--- src/rtl/oclib_pkg.sv ---
// Shared oclib constants used by the pipeline catcher and its helpers.
package oclib_pkg;

    localparam bit False = 1'b0;
    localparam bit True  = 1'b1;

endpackage

--- src/rtl/oclib_fifo_ring.sv ---
// Circular buffer with arbitrary (non power-of-two) depth.
// Holds storage, pointers and occupancy; head reads zero when empty.
module oclib_fifo_ring
    import oclib_pkg::*;
#(
    parameter int Width         = 1,
    parameter int Depth         = 4,
    parameter bit ZeroWhenEmpty = True
) (
    input  logic                       clock,
    input  logic                       reset,
    input  logic                       push_i,
    input  logic [Width-1:0]           push_data_i,
    input  logic                       pop_i,
    output logic [Width-1:0]           head_o,
    output logic [$clog2(Depth+1)-1:0] count_o,
    output logic                       full_o,
    output logic                       empty_o
);

    localparam int PtrW = (Depth > 1) ? $clog2(Depth) : 1;
    localparam int CntW = $clog2(Depth + 1);

    logic [Width-1:0] mem_q [Depth];
    logic [PtrW-1:0]  wptr_q, wptr_d;
    logic [PtrW-1:0]  rptr_q, rptr_d;
    logic [CntW-1:0]  count_q, count_d;
    logic             do_push, do_pop;

    function automatic logic [PtrW-1:0] next_ptr(input logic [PtrW-1:0] p);
        return (p == PtrW'(Depth - 1)) ? '0 : p + 1'b1;
    endfunction

    assign full_o  = (count_q == CntW'(Depth));
    assign empty_o = (count_q == '0);
    assign count_o = count_q;

    assign do_pop  = pop_i && !empty_o;
    // A full buffer still accepts a push when the head leaves the same cycle.
    assign do_push = push_i && (!full_o || do_pop);

    always_comb begin
        wptr_d  = wptr_q;
        rptr_d  = rptr_q;
        count_d = count_q;
        if (do_push) wptr_d = next_ptr(wptr_q);
        if (do_pop)  rptr_d = next_ptr(rptr_q);
        if (do_push && !do_pop) count_d = count_q + 1'b1;
        if (do_pop && !do_push) count_d = count_q - 1'b1;
    end

    always_ff @(posedge clock) begin
        if (reset) begin
            wptr_q  <= '0;
            rptr_q  <= '0;
            count_q <= '0;
        end else begin
            wptr_q  <= wptr_d;
            rptr_q  <= rptr_d;
            count_q <= count_d;
        end
    end

    always_ff @(posedge clock) begin
        if (do_push) mem_q[wptr_q] <= push_data_i;
    end

    assign head_o = (ZeroWhenEmpty && empty_o) ? '0 : mem_q[rptr_q];

endmodule

--- src/rtl/oclib_pipeline_catcher.sv ---
// Credit-based catcher for a fixed-latency pipeline feeding a valid/ready stream.
// Define OCLIB_PIPELINE_CATCHER_BYPASS_EN for a same-cycle path when empty.
module oclib_pipeline_catcher
    import oclib_pkg::*;
#(
    parameter int Width = 1,
    parameter int Depth = 4
) (
    input  logic                       clock,
    input  logic                       reset,
    output logic                       launchReady,
    input  logic                       launch,
    input  logic                       inValid,
    input  logic [Width-1:0]           inData,
    output logic                       outValid,
    output logic [Width-1:0]           outData,
    input  logic                       outReady,
    output logic [$clog2(Depth+1)-1:0] occupancy,
    output logic                       error
);

    localparam int CntW = $clog2(Depth + 1);

    logic [CntW-1:0]  credits_q, credits_d;
    logic             ready_q;
    logic             error_q, error_d;
    logic             f_push, f_pop, f_full, f_empty;
    logic [Width-1:0] f_head;
    logic             take, pop;

    oclib_fifo_ring #(
        .Width        (Width),
        .Depth        (Depth),
        .ZeroWhenEmpty(True)
    ) u_ring (
        .clock      (clock),
        .reset      (reset),
        .push_i     (f_push),
        .push_data_i(inData),
        .pop_i      (f_pop),
        .head_o     (f_head),
        .count_o    (occupancy),
        .full_o     (f_full),
        .empty_o    (f_empty)
    );

`ifdef OCLIB_PIPELINE_CATCHER_BYPASS_EN
    logic bypass;
    assign bypass   = f_empty && inValid;
    assign outValid = bypass || !f_empty;
    assign outData  = bypass ? inData : f_head;
    assign f_push   = inValid && !(bypass && outReady);
`else
    assign outValid = !f_empty;
    assign outData  = f_head;
    assign f_push   = inValid;
`endif

    assign f_pop = outReady && !f_empty;
    assign pop   = outValid && outReady;
    assign take  = launch && ready_q;

    always_comb begin
        credits_d = credits_q;
        if (take && !pop) begin
            credits_d = credits_q - 1'b1;
        end else if (pop && !take && credits_q != CntW'(Depth)) begin
            // Saturate: beats injected without a credit must not wrap the count.
            credits_d = credits_q + 1'b1;
        end
        error_d = error_q
                | (launch && !ready_q)
                | (inValid && f_full && !f_pop);
    end

    always_ff @(posedge clock) begin
        if (reset) begin
            credits_q <= CntW'(Depth);
            ready_q   <= 1'b1;
            error_q   <= 1'b0;
        end else begin
            credits_q <= credits_d;
            ready_q   <= (credits_d != '0);
            error_q   <= error_d;
        end
    end

    assign launchReady = ready_q;
    assign error       = error_q;

endmodule
--- config.mk ---
export PLATFORM = sky130hd
export DESIGN_NAME = oclib_pipeline_catcher
export DESIGN_NICKNAME = d
export VERILOG_FILES = /design/src/rtl/oclib_pkg.sv /design/src/rtl/oclib_fifo_ring.sv /design/src/rtl/oclib_pipeline_catcher.sv
export SDC_FILE = /design/constraint.sdc
export NUM_CORES = 1
export LEC_CHECK = 0
export BUFFER_PORTS_ARGS = -buffer_cell sky130_fd_sc_hd__clkbuf_2
export CORE_ASPECT_RATIO = 0.7
export CORE_MARGIN = 3
export CORE_UTILIZATION = 53
export CTS_BUF_LIST = sky130_fd_sc_hd__clkbuf_16
export DETAILED_ROUTE_END_ITERATION = 8
export PLACE_DENSITY = 0.77
export SYNTH_ARGS = -nofsm -noshare
export SYNTH_HDL_FRONTEND = slang
export SYNTH_SLANG_ARGS = --single-unit
--- constraint.sdc ---
create_clock -name clock -period 2.46 [get_ports clock]
set_clock_uncertainty 0.05 [all_clocks]
set_input_delay 0.123 -clock clock [delete_from_list [all_inputs] [get_ports clock]]
set_output_delay 0.123 -clock clock [all_outputs]
set_load 0.005 [all_outputs]
==> summary.md, run 1 <==
| Metric | Value |
|---|---|
| Status | `finished clean` |
| Synth top area share | `28.0%` |
| DRC violations left | `0` |
| Yosys warning count | `0` |
| Final hold slack | `0.0614 ns` |
| Relative slew margins | `66.0%` |
| Area occupied by multi-input gates | `551 um^2` |
| Final ANT Viol Nets | `0` |
| R2r worst-path depth | `8` |
| CP arrival | `2.44 ns` |
| Tmin final | `2.34 ns` |
| Cell Pwr Density | `915 nW/um^2` |
| DR WL/cell | `14.5 um` |
| Synth Register Bits | `18` |
| Initial Util | `59.4%` |
| Cell taking the most area after synthesis | `dfxtp_1` |
| RSZ-0062 raised after global routing | `false` |
| GRT overflow | `0` |
| R2R Path Start | `u_ring.count_o[0]` |
| Post-synth EDFFs | `4` |
| Register area | `400 um^2` |
| # fillers | `129` |
| R2R Path End | `u_ring.count_o[1]` |
| Die area | `2450 um^2` |
| Share of layout cells above drive strength 1 | `20.0%` |
| Worst hold endpoint | `u_ring.mem_q[1]` |
| Insertion delay of the later-clocked pin in the worst-skew pair | `0.25 ns` |
| Syn-to-layout area delta | `15.4%` |
| Routed vias/inst | `5.78` |
| Vias | `786` |
| Die height | `42.3 um` |
| Port Buffers | `12` |
| Largest cells by area after synthesis | `dfxtp_1 28%, edfxtp_1 12%, ha_1 10%` |
| Htree depth | `1` |
| HPWL Detailed | `1.42 mm` |
| CTS tree | `done` |
| Vias in the first global route | `714` |
| Ports | `13` |
| Final setup vio count | `0` |
| Crit path launch type | `flop` |
| TNS Setup | `0 ns` |
| Final nets | `131` |
| HP Start | `inData` |
| Die Width | `57.9 um` |
| Core Rows | `12` |
| Post-synthesis sequential area ratio | `40.1%` |
| P_leak | `0.478 nW` |
| Count of pins over their slew limit | `0` |
| Clk sinks | `18` |
| Slew of the pin with the lowest slew margin | `0.508 ns` |
| Post-synth net total | `116` |
| Prevailing post-synth register cell | `dfxtp_1` |
| Cell variety after synth | `34` |
| R2R Setup Slk | `0.12 ns` |
| Maximum clock frequency | `428 MHz` |
| Root Driver | `clkbuf_16` |
| Hold-fix buffers, CTS | `0` |
| First-pass GRT wire length | `3.26 mm` |
| Largest net degree at the start of global routing | `12` |
| Core footprint | `1680 um^2` |
| Critical Path RT | `2.56 ns` |
| Worst VDD drop | `0.572 mV` |
| Worst hold path class | `primary input to flop` |
| Aggregate global-route resource usage | `17.9%` |
| Critical path class | `flop to flop` |
| Iter 0 DRT Violations | `38` |
| Synth async-reset ratio | `0%` |
| Period utilization | `95.0%` |
| Peak fanout along the critical path | `10` |
| Hold Path Depth | `1` |
| Final WS setup | `0.124 ns` |
| Post-CTS setup buffers | `0` |
| Worst setup EP type | `flop` |
| Clk buf depth | `2` |
| Count of TritonRoute iterations in the first routing pass | `4` |
| MaxCap Viol Count | `0` |
| Synthesized instance count | `101` |
| Post-placement setup slack | `0.291 ns` |
| RD Place Congestion | `0.836` |
| N_diodes | `0` |
| CTS clk-pin slew, worst paths | `0.05 ns` |
| Syn Area/Cell | `9.90 um^2` |
| Mapped Area | `1000 um^2` |
| Final hold vios | `0` |
| Total wire length | `1.98 mm` |
| Post-CTS resize count | `0` |
| Inserted Clock Buffers | `3` |
| Antenna violations before repair | `0` |
-- final cells by class --
| type | count | share of cell area, % |
|---|---|---|
| multi-input combinational | 72 | 47.7 |
| sequential | 18 | 34.7 |
| tap | 21 | 2.28 |
| clock inverter | 1 | 0.325 |
| timing repair buffer | 13 | 5.86 |
| clock buffer | 3 | 6.51 |
| inverter | 8 | 2.60 |
-- cell families (layout without fill, tap and decap cells) --
| group | Yosys count | after routing | synth area share, % |
|---|---|---|---|
| xor gates and xnor gates | 3 | 3 | 2.63 |
| DFF | 18 | 18 | 40.1 |
| buffers and inverters | 11 | 25 | 4.88 |
| and+or+nand+nor | 37 | 37 | 21.2 |
| adders and majority gates | 9 | 9 | 12.0 |
| muxes | 3 | 3 | 4.26 |
| AOI/OAI and AO/OA | 20 | 20 | 15.0 |
-- synth_stat cells, types with 2 or more instances --
| cell type | n |
|---|---|
| or3_1 | 2 |
| a221oi_1 | 2 |
| nand3_1 | 2 |
| edfxtp_1 | 4 |
| nor4b_2 | 2 |
| xor2_1 | 3 |
| nor3_1 | 5 |
| o21a_1 | 2 |
| dfxtp_1 | 14 |
| o31ai_2 | 2 |
| a21oi_1 | 5 |
| nor3b_1 | 2 |
| nor2_1 | 7 |
| and2_1 | 6 |
| inv_1 | 8 |
| clkbuf_1 | 2 |
| ha_1 | 8 |
| a31oi_1 | 2 |
| mux2i_1 | 2 |
| nand2_1 | 7 |
-- through the flow --
| stage | std cells | power, mW | util (%) | instance area, um^2 |
|---|---|---|---|---|
| 2_1_floorplan | 101 | 0.642 | - | 1000 |
| 3_3_place_gp | 132 | 0.712 | 63.9 | 1070 |
| 3_5_place_dp | 132 | 0.732 | 63.9 | 1070 |
| 4_1_cts | 136 | 1.06 | 68.6 | 1150 |
| 5_1_grt | 136 | 1.13 | 68.6 | 1150 |
| 6_report | 136 | 1.06 | 68.6 | 1150 |
-- cells in the final DEF (no fill, tap or decap), drive strengths merged, types with 2 or more instances in the layout --
cell	n
ha	8
a21oi	5
nor2	7
nand3	3
edfxtp	4
a31oi	2
clkbuf	15
mux2i	2
a221oi	2
nor3b	2
and2	6
or3	2
inv	8
nor3	5
nor4b	2
o21a	2
nand2	7
dfxtp	14
o31ai	2
xor2	3
-- worst max path at each step --
stage                     cells past startpoint           endpoint               from  slack (ns)
after floorplan                               9  u_ring.count_o[1]  u_ring.count_o[0]        0.27
after global placement                        8  u_ring.count_o[1]  u_ring.count_o[0]        0.41
after detailed placement                      8  u_ring.count_o[1]  u_ring.count_o[0]        0.29
after CTS                                     8  u_ring.count_o[1]  u_ring.count_o[0]        0.16
after global routing                          8  u_ring.count_o[1]  u_ring.count_o[0]        0.07
final                                         8  u_ring.count_o[1]  u_ring.count_o[0]        0.12
-- where the power goes --
group          internal, mW  switching, mW  total (mW)
clock network         0.216          0.109       0.325
logic                 0.147          0.174       0.321
registers             0.353         0.0573       0.411
total                 0.716          0.340        1.06
-- critical path, cell delays in order, from the launching register on --
cell and delay [ns]:
dfxtp_1 0.54, o31ai_2 0.11, nor2_1 0.22, inv_1 0.10, fa_1 0.46, o21bai_1 0.17
a31oi_1 0.18, o21ai_0 0.11, a221oi_1 0.30
-- layer usage --
layer  global-route usage, %  part of all wire (%)  up-vias
met5                       0                     0        -
met4                    7.87                   2.0        0
met3                    6.77                   8.1        8
met2                    25.5                    44       30
met1                    24.0                    46      357
li1                        -                     -      391
(Power assumes the default switching activity.)
==> run 2: changes to the inputs <==
==> constraint.sdc (replaced) <==
create_clock -name clock -period 2.46 [get_ports clock]
set_clock_uncertainty 0.05 [all_clocks]
set_input_delay 0.369 -clock clock [delete_from_list [all_inputs] [get_ports clock]]
set_output_delay 0.369 -clock clock [all_outputs]
set_load 0.005 [all_outputs]
==> summary.md, run 2 (synthesized netlist as in run 1, its figures left out) <==
| Metric | Value |
|---|---|
| Maximum clock frequency | `432 MHz (+0.86%)` |
| Total wire length | `1.90 mm (-3.7%)` |
| Slowest Stage Delay on Critical Path | `0.49 ns (-0.05 ns)` |
| Root Driver | `clkbuf_16` |
| CTS tree | `done` |
| Routed met1 length | `885 um (-3.0%)` |
| CP delay by family, top | `compound AO/OA/AOI/OAI gates` |
| CTS clk-pin slew, worst paths | `0.05 ns (about the same)` |
| Aggregate global-route resource usage | `17.4% (-0.50 points)` |
| Final hold vios | `0 (unchanged)` |
| Hold-fix buffers, CTS | `0 (unchanged)` |
| DR WL/cell | `13.9 um (-4.4%)` |
| Power share of the combinational group | `30.9% (+0.5 points)` |
| R2r worst-path depth | `8 (unchanged)` |
| TNS Setup | `0 ns (unchanged)` |
| Top layer used by detailed routing | `met4` |
| CP arrival | `2.42 ns (-0.02 ns)` |
| Largest net degree at the start of global routing | `12 (unchanged)` |
| First-pass GRT wire length | `3.19 mm (-2.1%)` |
| Final nets | `132 (+0.76%)` |
| Critical path class | `flop to flop` |
| N_diodes | `0 (unchanged)` |
| Post-CTS setup buffers | `0 (unchanged)` |
| Worst path cell trace | `o31ai_2, nor2_1, inv_1, fa_1, o21bai_1, a31oi_1, o21ai_0, a221oi_1` |
| Core footprint | `1680 um^2 (unchanged)` |
| Worst path depth | `8 (unchanged)` |
| Vias | `768 (-2.3%)` |
| Hold Path Depth | `1 (unchanged)` |
| Metal2 WL | `884 um (+2.6%)` |
| Clk sinks | `18 (unchanged)` |
| RSZ-0062 raised after global routing | `false` |
| Cell Pwr Density | `913 nW/um^2 (-0.23%)` |
| Vias in the first global route | `712 (-0.28%)` |
| Worst VDD drop | `0.679 mV (+19%)` |
| Count of pins over their slew limit | `0 (unchanged)` |
| Core Rows | `12 (unchanged)` |
| Port Buffers | `12 (unchanged)` |
| Layout Cells excl Fill | `137 (+0.74%)` |
| Ports | `13 (unchanged)` |
| WP buf/inv | `1 (unchanged)` |
| Antenna violations before repair | `0 (unchanged)` |
| Crit path launch type | `flop` |
| Register area | `400 um^2 (unchanged)` |
| Insertion delay of the later-clocked pin in the worst-skew pair | `0.25 ns (about the same)` |
| Worst-path cell with the longest stage delay | `dfxtp_1` |
| Final setup vio count | `0 (unchanged)` |
| P_leak | `0.483 nW (+1.1%)` |
| Die height | `42.3 um (unchanged)` |
| Tmin final | `2.32 ns (-0.0200 ns)` |
| Int Pwr | `720 uW (+0.57%)` |
| Worst setup EP type | `flop` |
| Peak fanout along the critical path | `8 (-2)` |
| Status | `finished clean` |
| MaxCap Viol Count | `0 (unchanged)` |
| Sw Share | `32.1% (-0.10 points)` |
| Sequential share of power | `38.1% (-0.8 points)` |
| Inserted Clock Buffers | `3 (unchanged)` |
| Die Width | `57.9 um (unchanged)` |
| Clk buf depth | `2 (unchanged)` |
| Slew of the pin with the lowest slew margin | `0.519 ns (+0.0106 ns)` |
| Commonest non-fill, non-tap cell in the layout | `dfxtp_1` |
| Period utilization | `94.1% (-0.81 points)` |
| Routed vias/inst | `5.61 (-3.0%)` |
| Critical Path RT | `2.56 ns (about the same)` |
| Psw | `340 uW (+0.10%)` |
| DRC violations left | `0 (unchanged)` |
| Syn-to-layout area delta | `16.1%` |
| Worst hold path class | `primary input to flop` |
| Dpl cells | `133 (+0.76%)` |
| Most frequent cells in the layout | `14 x dfxtp_1, 12 x clkbuf_2, 8 x inv_1, 8 x ha_1` |
| Die area | `2450 um^2 (unchanged)` |
| Final ANT Viol Nets | `0 (unchanged)` |
| Relative slew margins | `65.3% (-0.71 points)` |
| Post-CTS resize count | `0 (unchanged)` |
| Area occupied by multi-input gates | `551 um^2 (unchanged)` |
| Iter 0 DRT Violations | `33 (-13%)` |
| Htree depth | `1 (unchanged)` |
| Initial Util | `59.4% (unchanged)` |
| RD Place Congestion | `0.785 (-6.0%)` |
| Clk network pwr share | `31.0% (+0.3 points)` |
| HPWL Detailed | `1.49 mm (+4.9%)` |
| WL met3 | `91 um (-43%)` |
| Share of layout cells above drive strength 1 | `20.7% (+0.69 points)` |
| Count of TritonRoute iterations in the first routing pass | `4 (unchanged)` |
| # fillers | `135 (+4.7%)` |
| GRT overflow | `0 (unchanged)` |
[run 2: cell count changes in the layout (fill, tap and decap cells not counted), sizes merged]
| cell | delta |
|---|---|
| buf | +1 |
[run 2: layout make-up]
| cell class | instances | area share, % |
|---|---|---|
| Clock buffer | 3 | 6.47 |
| Clock inverter | 1 | 0.323 |
| Sequential cell | 18 | 34.5 |
| Timing Repair Buffer | 14 | 6.47 |
| Tap cell | 21 | 2.26 |
| Multi-Input combinational cell | 72 | 47.4 |
| Inverter | 8 | 2.59 |
[run 2: final timing paths]
kind	endpoint	slack, ns	startpoint
max reg2reg	u_ring.count_o[1]	0.14	u_ring.count_o[2]
min reg2reg	error	0.44	error
max	u_ring.count_o[1]	0.14	u_ring.count_o[2]
min	u_ring.mem_q[1]	0.29	inData
[run 2: power groups by stage]
| stage | Sequential, mW | Combinational [mW] | Clock (mW) |
|---|---|---|---|
| floorplan | 0.401 | 0.241 | 0 |
| global placement | 0.406 | 0.309 | 0 |
| detailed placement | 0.410 | 0.328 | 0 |
| CTS | 0.403 | 0.329 | 0.337 |
| global route | 0.413 | 0.363 | 0.353 |
| finish | 0.404 | 0.328 | 0.329 |
[run 2: stage by stage]
stage	hold WS, ns	area [um^2]	utilization (%)	worst slack, ns	power (mW)
global placement	0.413	1080	64.4	0.402	0.715
detailed placement	0.430	1080	64.4	0.140	0.737
CTS	0.292	1160	69.0	0.170	1.07
floorplan	0.404	1000	-	0.268	0.642
finish	0.292	1160	69.0	0.144	1.06
global route	0.301	1160	69.0	0.0344	1.13
[run 2: routing by layer]
layer / up-vias / track usage, %
li1: 390 / -
met1: 356 / 21.2
met2: 16 / 27.3
met3: 6 / 6.46
met4: 0 / 7.87
met5: - / 0
